File: src/rtl/bicubic_out_packer_pkg.sv
// Shared widths, serializer state type and byte-select helper for the
// bicubic output packer.
package bicubic_out_packer_pkg;

   localparam int PIX_W        = 8;
   localparam int PIX_PER_WORD = 4;
   localparam int WORD_W       = PIX_W * PIX_PER_WORD;

   typedef enum logic {
      S_IDLE = 1'b0,
      S_SEND = 1'b1
   } ser_state_t;

   // Byte 0 sits in the low bits, matching the {in_3,in_2,in_1,in_0} packing.
   function automatic logic [PIX_W-1:0] pick_pix(input logic [WORD_W-1:0] word,
                                                 input logic [1:0] idx);
      return word[int'(idx)*PIX_W +: PIX_W];
   endfunction

endpackage

File: src/rtl/packer_fifo.sv
// Synchronous word FIFO; rdata is the head word, valid whenever empty is low.
module packer_fifo
   import bicubic_out_packer_pkg::*;
#(
   parameter int DEPTH  = 8,
   parameter int WORD_W = 32
) (
   input  logic                     clk,
   input  logic                     rst,
   input  logic                     clr,
   input  logic                     push,
   input  logic                     pop,
   input  logic [WORD_W-1:0]        wdata,
   output logic [WORD_W-1:0]        rdata,
   output logic [$clog2(DEPTH):0]   level,
   output logic                     full,
   output logic                     empty
);

   localparam int AW = $clog2(DEPTH);

   logic [WORD_W-1:0] mem [DEPTH];
   logic [AW-1:0]     wr_ptr;
   logic [AW-1:0]     rd_ptr;
   logic [AW:0]       count;
   logic              do_push;
   logic              do_pop;

   // Acceptance looks only at the registered count, so a same-cycle pop
   // never makes room for a write.
   assign do_push = push & ~full;
   assign do_pop  = pop & ~empty;

   assign full  = (count == (AW+1)'(DEPTH));
   assign empty = (count == '0);
   assign level = count;
   assign rdata = mem[rd_ptr];

   always_ff @(posedge clk) begin
      if (do_push) begin
         mem[wr_ptr] <= wdata;
      end
   end

   always_ff @(posedge clk or negedge rst) begin
      if (!rst) begin
         wr_ptr <= '0;
         rd_ptr <= '0;
         count  <= '0;
      end else if (clr) begin
         wr_ptr <= '0;
         rd_ptr <= '0;
         count  <= '0;
      end else begin
         if (do_push) wr_ptr <= wr_ptr + 1'b1;
         if (do_pop)  rd_ptr <= rd_ptr + 1'b1;
         case ({do_push, do_pop})
            2'b10:   count <= count + 1'b1;
            2'b01:   count <= count - 1'b1;
            default: count <= count;
         endcase
      end
   end

endmodule

File: src/rtl/bicubic_out_packer.sv
// Buffers 4-pixel groups from the interpolator and streams them out one byte
// per handshake, flagging the last pixel of each output line.
module bicubic_out_packer
   import bicubic_out_packer_pkg::*;
#(
   parameter int DEPTH    = 8,
   parameter int LINE_PIX = 64
) (
   input  logic                     clk,
   input  logic                     rst,
   input  logic                     clr,
   input  logic                     in_valid,
   input  logic [PIX_W-1:0]         in_0,
   input  logic [PIX_W-1:0]         in_1,
   input  logic [PIX_W-1:0]         in_2,
   input  logic [PIX_W-1:0]         in_3,
   output logic                     full,
   output logic [$clog2(DEPTH):0]   level,
   output logic                     overflow,
   output logic [PIX_W-1:0]         out_data,
   output logic                     out_valid,
   input  logic                     out_ready,
   output logic                     out_eol,
   output ser_state_t               state
);

   localparam int LW = (LINE_PIX > 1) ? $clog2(LINE_PIX) : 1;

   logic [WORD_W-1:0] rdata;
   logic [WORD_W-1:0] word;
   logic              fifo_empty;
   logic              pop;
   logic              hs;
   logic              last_byte;
   logic [1:0]        b;
   logic [LW-1:0]     line_cnt;

   packer_fifo #(
      .DEPTH  (DEPTH),
      .WORD_W (WORD_W)
   ) u_fifo (
      .clk   (clk),
      .rst   (rst),
      .clr   (clr),
      .push  (in_valid),
      .pop   (pop),
      .wdata ({in_3, in_2, in_1, in_0}),
      .rdata (rdata),
      .level (level),
      .full  (full),
      .empty (fifo_empty)
   );

   assign out_valid = (state == S_SEND);
   assign hs        = out_valid & out_ready;
   assign last_byte = (b == 2'd3);
   assign out_eol   = out_valid & (line_cnt == LW'(LINE_PIX-1));

   // Refill in the same edge that retires byte 3, so words stream without a bubble.
   assign pop = ~fifo_empty & ((state == S_IDLE) | (hs & last_byte));

   always_ff @(posedge clk or negedge rst) begin
      if (!rst) begin
         state    <= S_IDLE;
         word     <= '0;
         b        <= '0;
         out_data <= '0;
         line_cnt <= '0;
         overflow <= 1'b0;
      end else if (clr) begin
         state    <= S_IDLE;
         word     <= '0;
         b        <= '0;
         out_data <= '0;
         line_cnt <= '0;
         overflow <= 1'b0;
      end else begin
         if (in_valid & full) overflow <= 1'b1;

         if (hs) begin
            line_cnt <= (line_cnt == LW'(LINE_PIX-1)) ? '0 : line_cnt + 1'b1;
         end

         case (state)
            S_IDLE: begin
               if (pop) begin
                  word     <= rdata;
                  out_data <= pick_pix(rdata, 2'd0);
                  b        <= 2'd0;
                  state    <= S_SEND;
               end
            end
            S_SEND: begin
               if (hs) begin
                  if (!last_byte) begin
                     b        <= b + 2'd1;
                     out_data <= pick_pix(word, b + 2'd1);
                  end else if (pop) begin
                     word     <= rdata;
                     out_data <= pick_pix(rdata, 2'd0);
                     b        <= 2'd0;
                  end else begin
                     b     <= 2'd0;
                     state <= S_IDLE;
                  end
               end
            end
            default: state <= S_IDLE;
         endcase
      end
   end

endmodule
File: config.mk
export PLATFORM = sky130hd
export DESIGN_NAME = bicubic_out_packer
export DESIGN_NICKNAME = d
export VERILOG_FILES = /design/src/rtl/bicubic_out_packer_pkg.sv /design/src/rtl/packer_fifo.sv /design/src/rtl/bicubic_out_packer.sv
export SDC_FILE = /design/constraint.sdc
export NUM_CORES = 1
export LEC_CHECK = 0
export ABC_AREA = 1
export ABC_CLOCK_PERIOD_IN_PS = 5850
export CAP_MARGIN = 20
export CORE_MARGIN = 2
export CORE_UTILIZATION = 45
export CTS_CLUSTER_SIZE = 12
export DETAILED_ROUTE_END_ITERATION = 7
export PLACE_DENSITY = 0.67
export SLEW_MARGIN = 20
export SYNTH_ARGS = -nofsm -noshare
export SYNTH_HDL_FRONTEND = slang
export SYNTH_HIERARCHICAL = 1
export SYNTH_SLANG_ARGS = --single-unit
File: constraint.sdc
create_clock -name clk -period 5.85 [get_ports clk]
set_input_delay 1.17 -clock clk [delete_from_list [all_inputs] [get_ports clk]]
set_output_delay 1.17 -clock clk [all_outputs]
set_load 0.02 [all_outputs]
# Word-level counts from Yosys, hierarchy flattened
# Memories as Yosys holds them, arrays and structs flattened.
# Index checks and enable logic that the tools add are counted.
op_classes:
  add_sub_neg: 6
  n_eq_ne: 8
  shifts: 1
  muxes: 33
  bitwise_logic: 11
  reduce_logical: 8
op_table:
  columns: ["op", "n"]
  rows:
  - ["32-bit 2-to-1 mux", 4]
  - ["32-bit one-hot mux with 2 select lines", 1]
  - ["8-bit 2-to-1 mux", 4]
  - ["32-bit by 6-bit variable part select with 8-bit output", 1]
  - ["6-bit 2-to-1 mux", 3]
  - ["8-bit one-hot mux with 2 select lines", 1]
  - ["3-bit 2-to-1 mux", 4]
  - ["3-bit by 2-bit inequality test with 1-bit output (second input constant)", 3]
  - ["1-bit 2-to-1 mux", 8]
  - ["2-bit 2-to-1 mux", 4]
  - ["4-bit one-hot mux with 2 select lines", 1]
  - ["2-bit nonzero test", 4]
  - ["1-bit AND", 7]
  - ["3-bit by 1-bit adder with 3-bit output (second input constant)", 2]
  - ["6-bit by 1-bit adder with 6-bit output (second input constant)", 1]
  - ["6-bit == test (second input constant)", 1]
  - ["4-bit by 1-bit adder with 4-bit output (second input constant)", 1]
  - ["2-bit == test (second input constant)", 2]
  - ["4-bit == test (second input constant)", 1]
  - ["4-bit zero test", 1]
  - ["4-bit 2-to-1 mux", 1]
  - ["2-bit one-hot mux with 2 select lines", 1]
  - ["2-bit AND reduction", 2]
  - ["4-bit by 1-bit subtractor with 4-bit output (second input constant)", 1]
  - ["6 further kinds", 8]
word_totals:
  register_bits: 60
  mem_bits_rw: 256
  input_bits: 37
  output_inout_bits: 17
  word_cells: 77
  memories: 1
mem_list:
  columns: ["memory", "depth", "width", "read_ports", "rd_clocked_by_memory_dff", "write_ports", "line_no", "text"]
  rows:
  - ["u_fifo.mem", 8, 32, 1, 0, 1, "packer_fifo.sv:22", "logic [WORD_W-1:0] mem [DEPTH];"]

# Longest topological paths before layout
logic_depth:
  word_depth: 9
  ltp_mapped: 17
  depth_no_buf: 17

# Cells and area by module
# The synthesis kept the hierarchy.
by_module_without_submodules:
  columns: ["module", "n_inst", "cells_each", "area_per_inst_um2", "seq_area_each_um2"]
  rows:
  - ["packer_fifo", 1, 815, 10565.1, 7937.6]
  - ["bicubic_out_packer", 1, 342, 2590.0, 1251.2]

# Least setup slack after synthesis
# No wires, ideal clock.
synth_path:
  kind: "input to register"
  start: "input in_valid"
  end: "memory u_fifo.mem[1][0] (enable)"
  setup_ps: 421
  t_arrival_ps: 2791
  required_ps: 5429
  setup_slack_ps: 2638
  cell_stages: 4
  n_path_buf: 0
  cell_sequence: "nand2_4 -> nor2_1 -> inv_1 -> nor2_1"
synth_via:
  elab_chain_cells: 3
synth_lines:
  columns: ["item", "line_no", "text"]
  rows:
  - ["start: declaration", "bicubic_out_packer.sv:12", "input logic in_valid,"]
  - ["1-bit AND", "packer_fifo.sv:31", "assign do_push = push & ~full;"]
  - ["1-bit 2-to-1 mux", "packer_fifo.sv:40", "if (do_push) begin"]
  - ["1-bit 2-to-1 mux (implied by the code)", "packer_fifo.sv:41", "mem[wr_ptr] <= wdata;"]
  - ["end: declaration", "packer_fifo.sv:22", null]
# No other way between the ends.

# Worst setup path after layout
layout_path:
  start: "input out_ready"
  end: "register u_fifo.count[3], in the netlist u_fifo/level[3]"
layout_via:
  elab_chain_cells: 8
  elab_cells_between_ends: 10
  classes_between: "eq/ne: 2; mux: 2; bitwise: 5; reduce/logical: 1"
layout_lines:
  columns: ["item", "line_no", "text"]
  rows:
  - ["start: declaration", "bicubic_out_packer.sv:22", "input logic out_ready,"]
  - ["1-bit AND *", "bicubic_out_packer.sv:55", "assign hs = out_valid & out_ready;"]
  - ["1-bit AND *", "bicubic_out_packer.sv:60", "assign pop = ~fifo_empty & ((state == S_IDLE) | (hs & last_byte));"]
  - ["1-bit bitwise OR *", "bicubic_out_packer.sv:60", null]
  - ["1-bit AND *", "bicubic_out_packer.sv:60", null]
  - ["via pop", "bicubic_out_packer.sv:32", "logic pop;"]
  - ["1-bit AND *", "packer_fifo.sv:32", "assign do_pop = pop & ~empty;"]
  - ["2-bit by 1-bit == test with 1-bit output or 2-bit == test (tied branches)", "packer_fifo.sv:57", "case ({do_push, do_pop})"]
  - ["4-bit one-hot mux with 2 select lines", "packer_fifo.sv:57", null]
  - ["4-bit 2-to-1 mux", "packer_fifo.sv:50", "end else if (clr) begin"]
  - ["end signal: assignment", "packer_fifo.sv:58", "2'b10: count <= count + 1'b1;"]
  - ["end signal: assignment", "packer_fifo.sv:59", "2'b01: count <= count - 1'b1;"]
  - ["end signal: assignment", "packer_fifo.sv:60", "default: count <= count;"]
  - ["end: declaration", "packer_fifo.sv:25", "logic [AW:0] count;"]
# Mark *: on every way through the listed nets, which the timed path passes. The rest lies on a longest branch.
# A chain may end at the register's enable or synchronous reset.

==> summary.txt <==
Layout
  – Final core occ: 0.521
  – Ratio of cells with drive above 1 in the final layout: 0.0819
  – Final Non-Filler Cells: 1605
  – Ant diodes: 0
  – Nets: 1242
  – Area Overhead vs Synth: 14.0%

Logic synthesis
  – Ys flop type: edfxtp_1
  – EDFF count, synth: 256
  – Post-synth cell types: 37
  – Top post-synthesis cells by area: edfxtp_1, dfrtp_1, nor2_1
  – Synthesis-stage register bit count: 316
  – Post-Syn Area per Cell: 11.4 um2
  – Syn_nets: 1201
  – Cell count after synthesis: 1157
  – Mapped Area: 0.0132 mm2
  – Most common cell in the netlist: edfxtp_1
  – Async SR Flop Fraction: 0.190
  – Ys Warns: 6
  – Area leader, netlist: edfxtp_1
  – Register area share after synthesis: 0.698
  – Top post-synthesis cells by count: edfxtp_1, nor2_1, nand2_1
  – Top cell type's share of synthesized area: 0.584

Timing
  – Top achievable clock speed: 287 MHz
  – Slew Limit Fails: 0
  – Fin. Hold Viols: 0
  – RSZ-0062 raised after global routing: no
  – Fin crit share: 0.595
  – Worst slew margin: 0.390
  – Post-route setup slack: 2.37 ns
  – Fin crit period: 3.48 ns
  – Setup TNS: 0 ns
  – Worst-Margin Slew: 0.913 ns
  – Final setup violating endpoints: 0
  – Setup Skew: 0.0181 ns

Routing
  – Via density: 5.39
  – Detailed Route WL: 28700 um
  – Uppermost layer routed: met4
  – DR pass1 iterations: 5
  – DR WL/cell: 17.9 um
  – Via count: 8650
  – Routed length on met1: 13000 um
  – DRT iter0 DRCs: 805
  – Residual DRC: 0
  – WL met3: 1530 um
  – Met2 WL post-DR: 13600 um
  – Post-detailed-route count of antenna-violating nets: 0

CTS
  – H-tree lvl count: 2
  – Clock buffer depth: 3
  – CTS tree: done
  – CTS root buf: clkbuf_16
  – Worst skew pair latency: 0.51 ns
  – Post-CTS Setup Repair Bufs: 0
  – Post-cts sizing count: 0
  – CTS sink count: 316
  – Clock slew at reported path FFs: 0.06 ns
  – CTS hold repair buffers: 0
  – Total CTS buffers: 35

GRT
  – Grt ovf: 0
  – Via count of the first global-routing pass: 8467
  – GR Util All Layers: 0.190
  – Largest net degree at the start of global routing: 85
  – First-pass GRT wire length: 46000 um
  – Initial antenna violation count: 0

Pwr
  – Maximum vdd drop: 215 uV
  – Pwr/cell area: 427 mW/mm2
  – Tot Pwr: 6.41 mW
  – Pleak: 5.56 nW

Floorplanning
  – Die ar.: 0.0306 mm2
  – Die Span X: 175 um
  – Row Count: 62
  – IO Count: 54
  – Initial Util: 0.457
  – Core area: 0.0288 mm2
  – Die height: 175 um

Status
  – Status: finished, final reports clean

Critical path
  – Crit-path most repeated cell: inv_1
  – Slowest stage delay, CP: 0.57 ns
  – Crit Path Class: in2reg
  – Cell Chain, Critical Path: clkdlybuf4s50_1, nand2_2, nand2_4, nand2_4, inv_1, inv_1, a21oi_2, nand2_2, inv_1, ha_1, a21o_1, a21oi_1, nand3_1, nand3_1, nand2_1
  – Largest delay share family, worst path: buffers and inverters
  – Critical Path Source Type: input port
  – CP endpoint kind: register
  – Slowest cell on the critical path: clkdlybuf4s50_1
  – WP data required: 6.25 ns
  – CP arrival: 3.88 ns
  – Largest fanout on the critical path: 34
  – WP buf/inv: 4

Placed design
  – RD Place Congestion: 0.877
  – Cell count after placement: 1545
  – Port-buffer cells: 53
  – Dpl ws: 1.88 ns
  – Post-DP HPWL: 16300 um

Min path
  – HP Class: reg2reg

Flow run
  – Max-cap viol count: 0
[worst min-delay path, stage by stage, from the launching register on]
cell,delay [ns]
dfrtp_1,0.34
a21oi_1,0.04
nor2_1,0.07
[cell families (layout without fill, tap and decap cells)]
logic type / Yosys count / after routing / share of synthesized area
AO/OA/AOI/OAI: 219 / 219 / 0.0920
AND/OR/NAND/NOR: 504 / 504 / 0.159
adder cells (fa/ha/maj): 7 / 7 / 0.00723
flip-flops: 316 / 316 / 0.698
XOR/XNOR: 1 / 1 / 0.000666
buffers and inverters: 110 / 174 / 0.0428
[through the flow]
stage	instance area, um2	hold slack, ns
5_1_grt	15000	0.538
3_5_place_dp	14000	0.491
6_report	15000	0.500
4_1_cts	15000	0.504
2_1_floorplan	13200	0.468
3_3_place_gp	14000	0.483
[power by group]
group	internal (mW)	switching, mW	leakage, nW
clock network	1.18	0.839	0.508
registers	2.61	0.154	3.13
logic	0.503	1.12	1.92
total	4.29	2.11	5.56
[state kept, by name, indices dropped and copies added, names as in the netlist]
register	flops
line_cnt	6
b	2
out_data	8
out_valid	1
u_fifo/level	4
overflow	1
u_fifo/wr_ptr	3
word	32
u_fifo/mem	256
u_fifo/rd_ptr	3
[cells in the final DEF, fill, tap and decap left out, types with 33 or more instances in the layout]
cell type	instances
a31oi_1	33
clkbuf_16	36
clkdlybuf4s50_1	52
dfrtp_1	58
edfxtp_1	256
inv_1	37
nand2_1	155
nand3_1	73
nor2_1	238
o21ai_0	128
[per-layer routing]
| layer | GRT usage | up-vias |
|---|---|---|
| met5 | 0 | - |
| met4 | 0.0556 | 0 |
| met3 | 0.0305 | 48 |
| met2 | 0.313 | 241 |
| met1 | 0.264 | 4225 |
| li1 | - | 4136 |
[cell type report]
type                       count  area (um2)
clock buffer                  49         950
clock inverter                11        98.8
fill                        2483       13800
inverter                      45         170
multi-input combinational    731        3460
sequential                   316        9190
tap                          384         480
timing repair buffer          69         646
[worst paths after layout]
kind	endpoint	slack (ns)	from	cells after the start
worst max-delay path	u_fifo/level[3]$_DFFE_PN0P_	2.37	out_ready	15
worst min-delay path	overflow$_DFFE_PN0P_	0.50	overflow$_DFFE_PN0P_	2
worst max register to register	out_data[2]$_DFFE_PN0P_	2.51	u_fifo/rd_ptr[0]$_DFFE_PN0P_	12
worst min register to register	overflow$_DFFE_PN0P_	0.50	overflow$_DFFE_PN0P_	2
max in group asynchronous	u_fifo/rd_ptr[0]$_DFFE_PN0P_	4.46	rst	2
min in group asynchronous	u_fifo/level[1]$_DFFE_PN0P_	0.80	rst	2
No activity file was read; power rests on OpenSTA's default activity.
==> patch (same settings) <==
Register the output `level`, with the module's reset; this adds one clock of latency there. The other outputs are not delayed to match.
--- a/src/rtl/bicubic_out_packer.sv
+++ b/src/rtl/bicubic_out_packer.sv
@@ -26,6 +26,8 @@
 
    localparam int LW = (LINE_PIX > 1) ? $clog2(LINE_PIX) : 1;
 
+   logic [$clog2(DEPTH):0] level_d;
+
    logic [WORD_W-1:0] rdata;
    logic [WORD_W-1:0] word;
    logic              fifo_empty;
@@ -46,7 +48,7 @@
       .pop   (pop),
       .wdata ({in_3, in_2, in_1, in_0}),
       .rdata (rdata),
-      .level (level),
+      .level (level_d),
       .full  (full),
       .empty (fifo_empty)
    );
@@ -110,4 +112,12 @@
       end
    end
 
+   always_ff @(posedge clk or negedge rst) begin
+      if (!rst) begin
+         level <= '0;
+      end else begin
+         level <= level_d;
+      end
+   end
+
 endmodule
Formal check against the unedited RTL: not equivalent (a bounded check fails within 4 cycles, from zero or initial values and one cycle with rst low).
==> patch against the unedited design <==
Clock skew fell by 0.0090 ns; sequential cell count up 4; critical path type unchanged; design area is 1.3% higher; worst hold slack got worse by 0.036 ns; first-iteration DRC count down 3.0%; synthesized cell count grew 1.2%; wire length fell by 0.97%; highest routed layer unchanged; critical path depth stayed put; area after synthesis increased by 0.68%; setup slack got worse by 0.011 ns; sequential power rose by 4%; power up 6.2%; combinational power rose by 9.9%.
==> patch: results (changes against the unedited design) <==
status: "complete, no violations"  # unchanged
drt_iter0_drc: 781  # was 805
seq-cell-share: 0.611  # was 0.613
syn_nets: 1215  # was 1201
drive_gt1_frac: 0.0818  # was 0.0819
num_antenna_cells: 1  # was 0
grtUsageTotal: 0.187  # was 0.190
placed_area_mm2: 0.0141  # was 0.0140 mm^2
stdcell_count: 1619  # was 1605
grt_max_degree: 68  # was 85
grt_pass1_vias: 8167  # was 8467
avgSynthCellArea_um2: 11.3  # was 11.4 um^2
r2r_slack_ns: 2.54  # was 2.51 ns
tightest_slew_ns: 0.944  # was 0.913 ns
synth.area.top_cells: "edfxtp_1, dfrtp_1, nor2_1"  # unchanged
dp_slack_ns: 1.84  # was 1.88 ns
nets: 1256  # was 1242
clockNetworkAreaShare: 0.0741  # was 0.0699
nonClkBufAreaFrac: 0.0425  # was 0.0430
synth_xor_area_frac: 0.000661  # was 0.000666
gp_congestion: 0.813  # was 0.877
synthAdderAreaFrac: 0.00718  # was 0.00723
n_all_inverters: 50  # was 45
cp_data_arrival_time_ns: 3.89  # was 3.88 ns
n_sequential_cell: 320  # was 316
wl_um: 28500  # was 28700 um
n_fill_cell: 2452  # was 2483
hpwl_um: 16200  # was 16300 um
synth_cell_types: 36  # was 37
==> patch: changes by cell type after synthesis, sizes merged, moves of 2 or more <==
| cell | unedited run | this run |
|---|---|---|
| dfrtp | 60 | 64 |
| buf | 40 | 38 |
| nand4 | 3 | 12 |
| a21oi | 9 | 16 |
| clkbuf | 25 | 27 |
| nand3 | 73 | 53 |
| nor3 | 7 | 5 |
| nand2 | 162 | 179 |
| o21ai | 140 | 143 |
| nor2 | 256 | 248 |
| inv | 44 | 48 |
==> patch: per-layer routing <==
metal  global-route usage  share of wire
met1                0.268           0.46
met2                0.298           0.46
met3               0.0303          0.054
met4               0.0544          0.021
met5                    0              0
==> patch: worst min-delay path by stage <==
| stage | start | end | slack [ns] | cells after the start |
|---|---|---|---|---|
| 2_1_floorplan | u_fifo/level[3]$_DFFE_PN0P_ | level[3]$_DFF_PN0_ | 0.41 | 0 |
| 3_3_place_gp | u_fifo/level[3]$_DFFE_PN0P_ | level[3]$_DFF_PN0_ | 0.45 | 0 |
| 3_5_place_dp | u_fifo/level[3]$_DFFE_PN0P_ | level[3]$_DFF_PN0_ | 0.45 | 0 |
| 4_1_cts | u_fifo/level[3]$_DFFE_PN0P_ | level[3]$_DFF_PN0_ | 0.46 | 0 |
| 5_1_grt | word[8]$_DFFE_PN0P_ | word[8]$_DFFE_PN0P_ | 0.50 | 2 |
| 6_report | u_fifo/level[3]$_DFFE_PN0P_ | level[3]$_DFF_PN0_ | 0.46 | 0 |
==> patch: power by group through the flow <==
stage	sequential, uW	clock [uW]	combinational (uW)
2_1_floorplan	2850	0	1340
3_3_place_gp	2900	0	1740
3_5_place_dp	2910	0	1780
4_1_cts	2860	2190	1780
5_1_grt	2890	2280	2010
6_report	2870	2160	1780
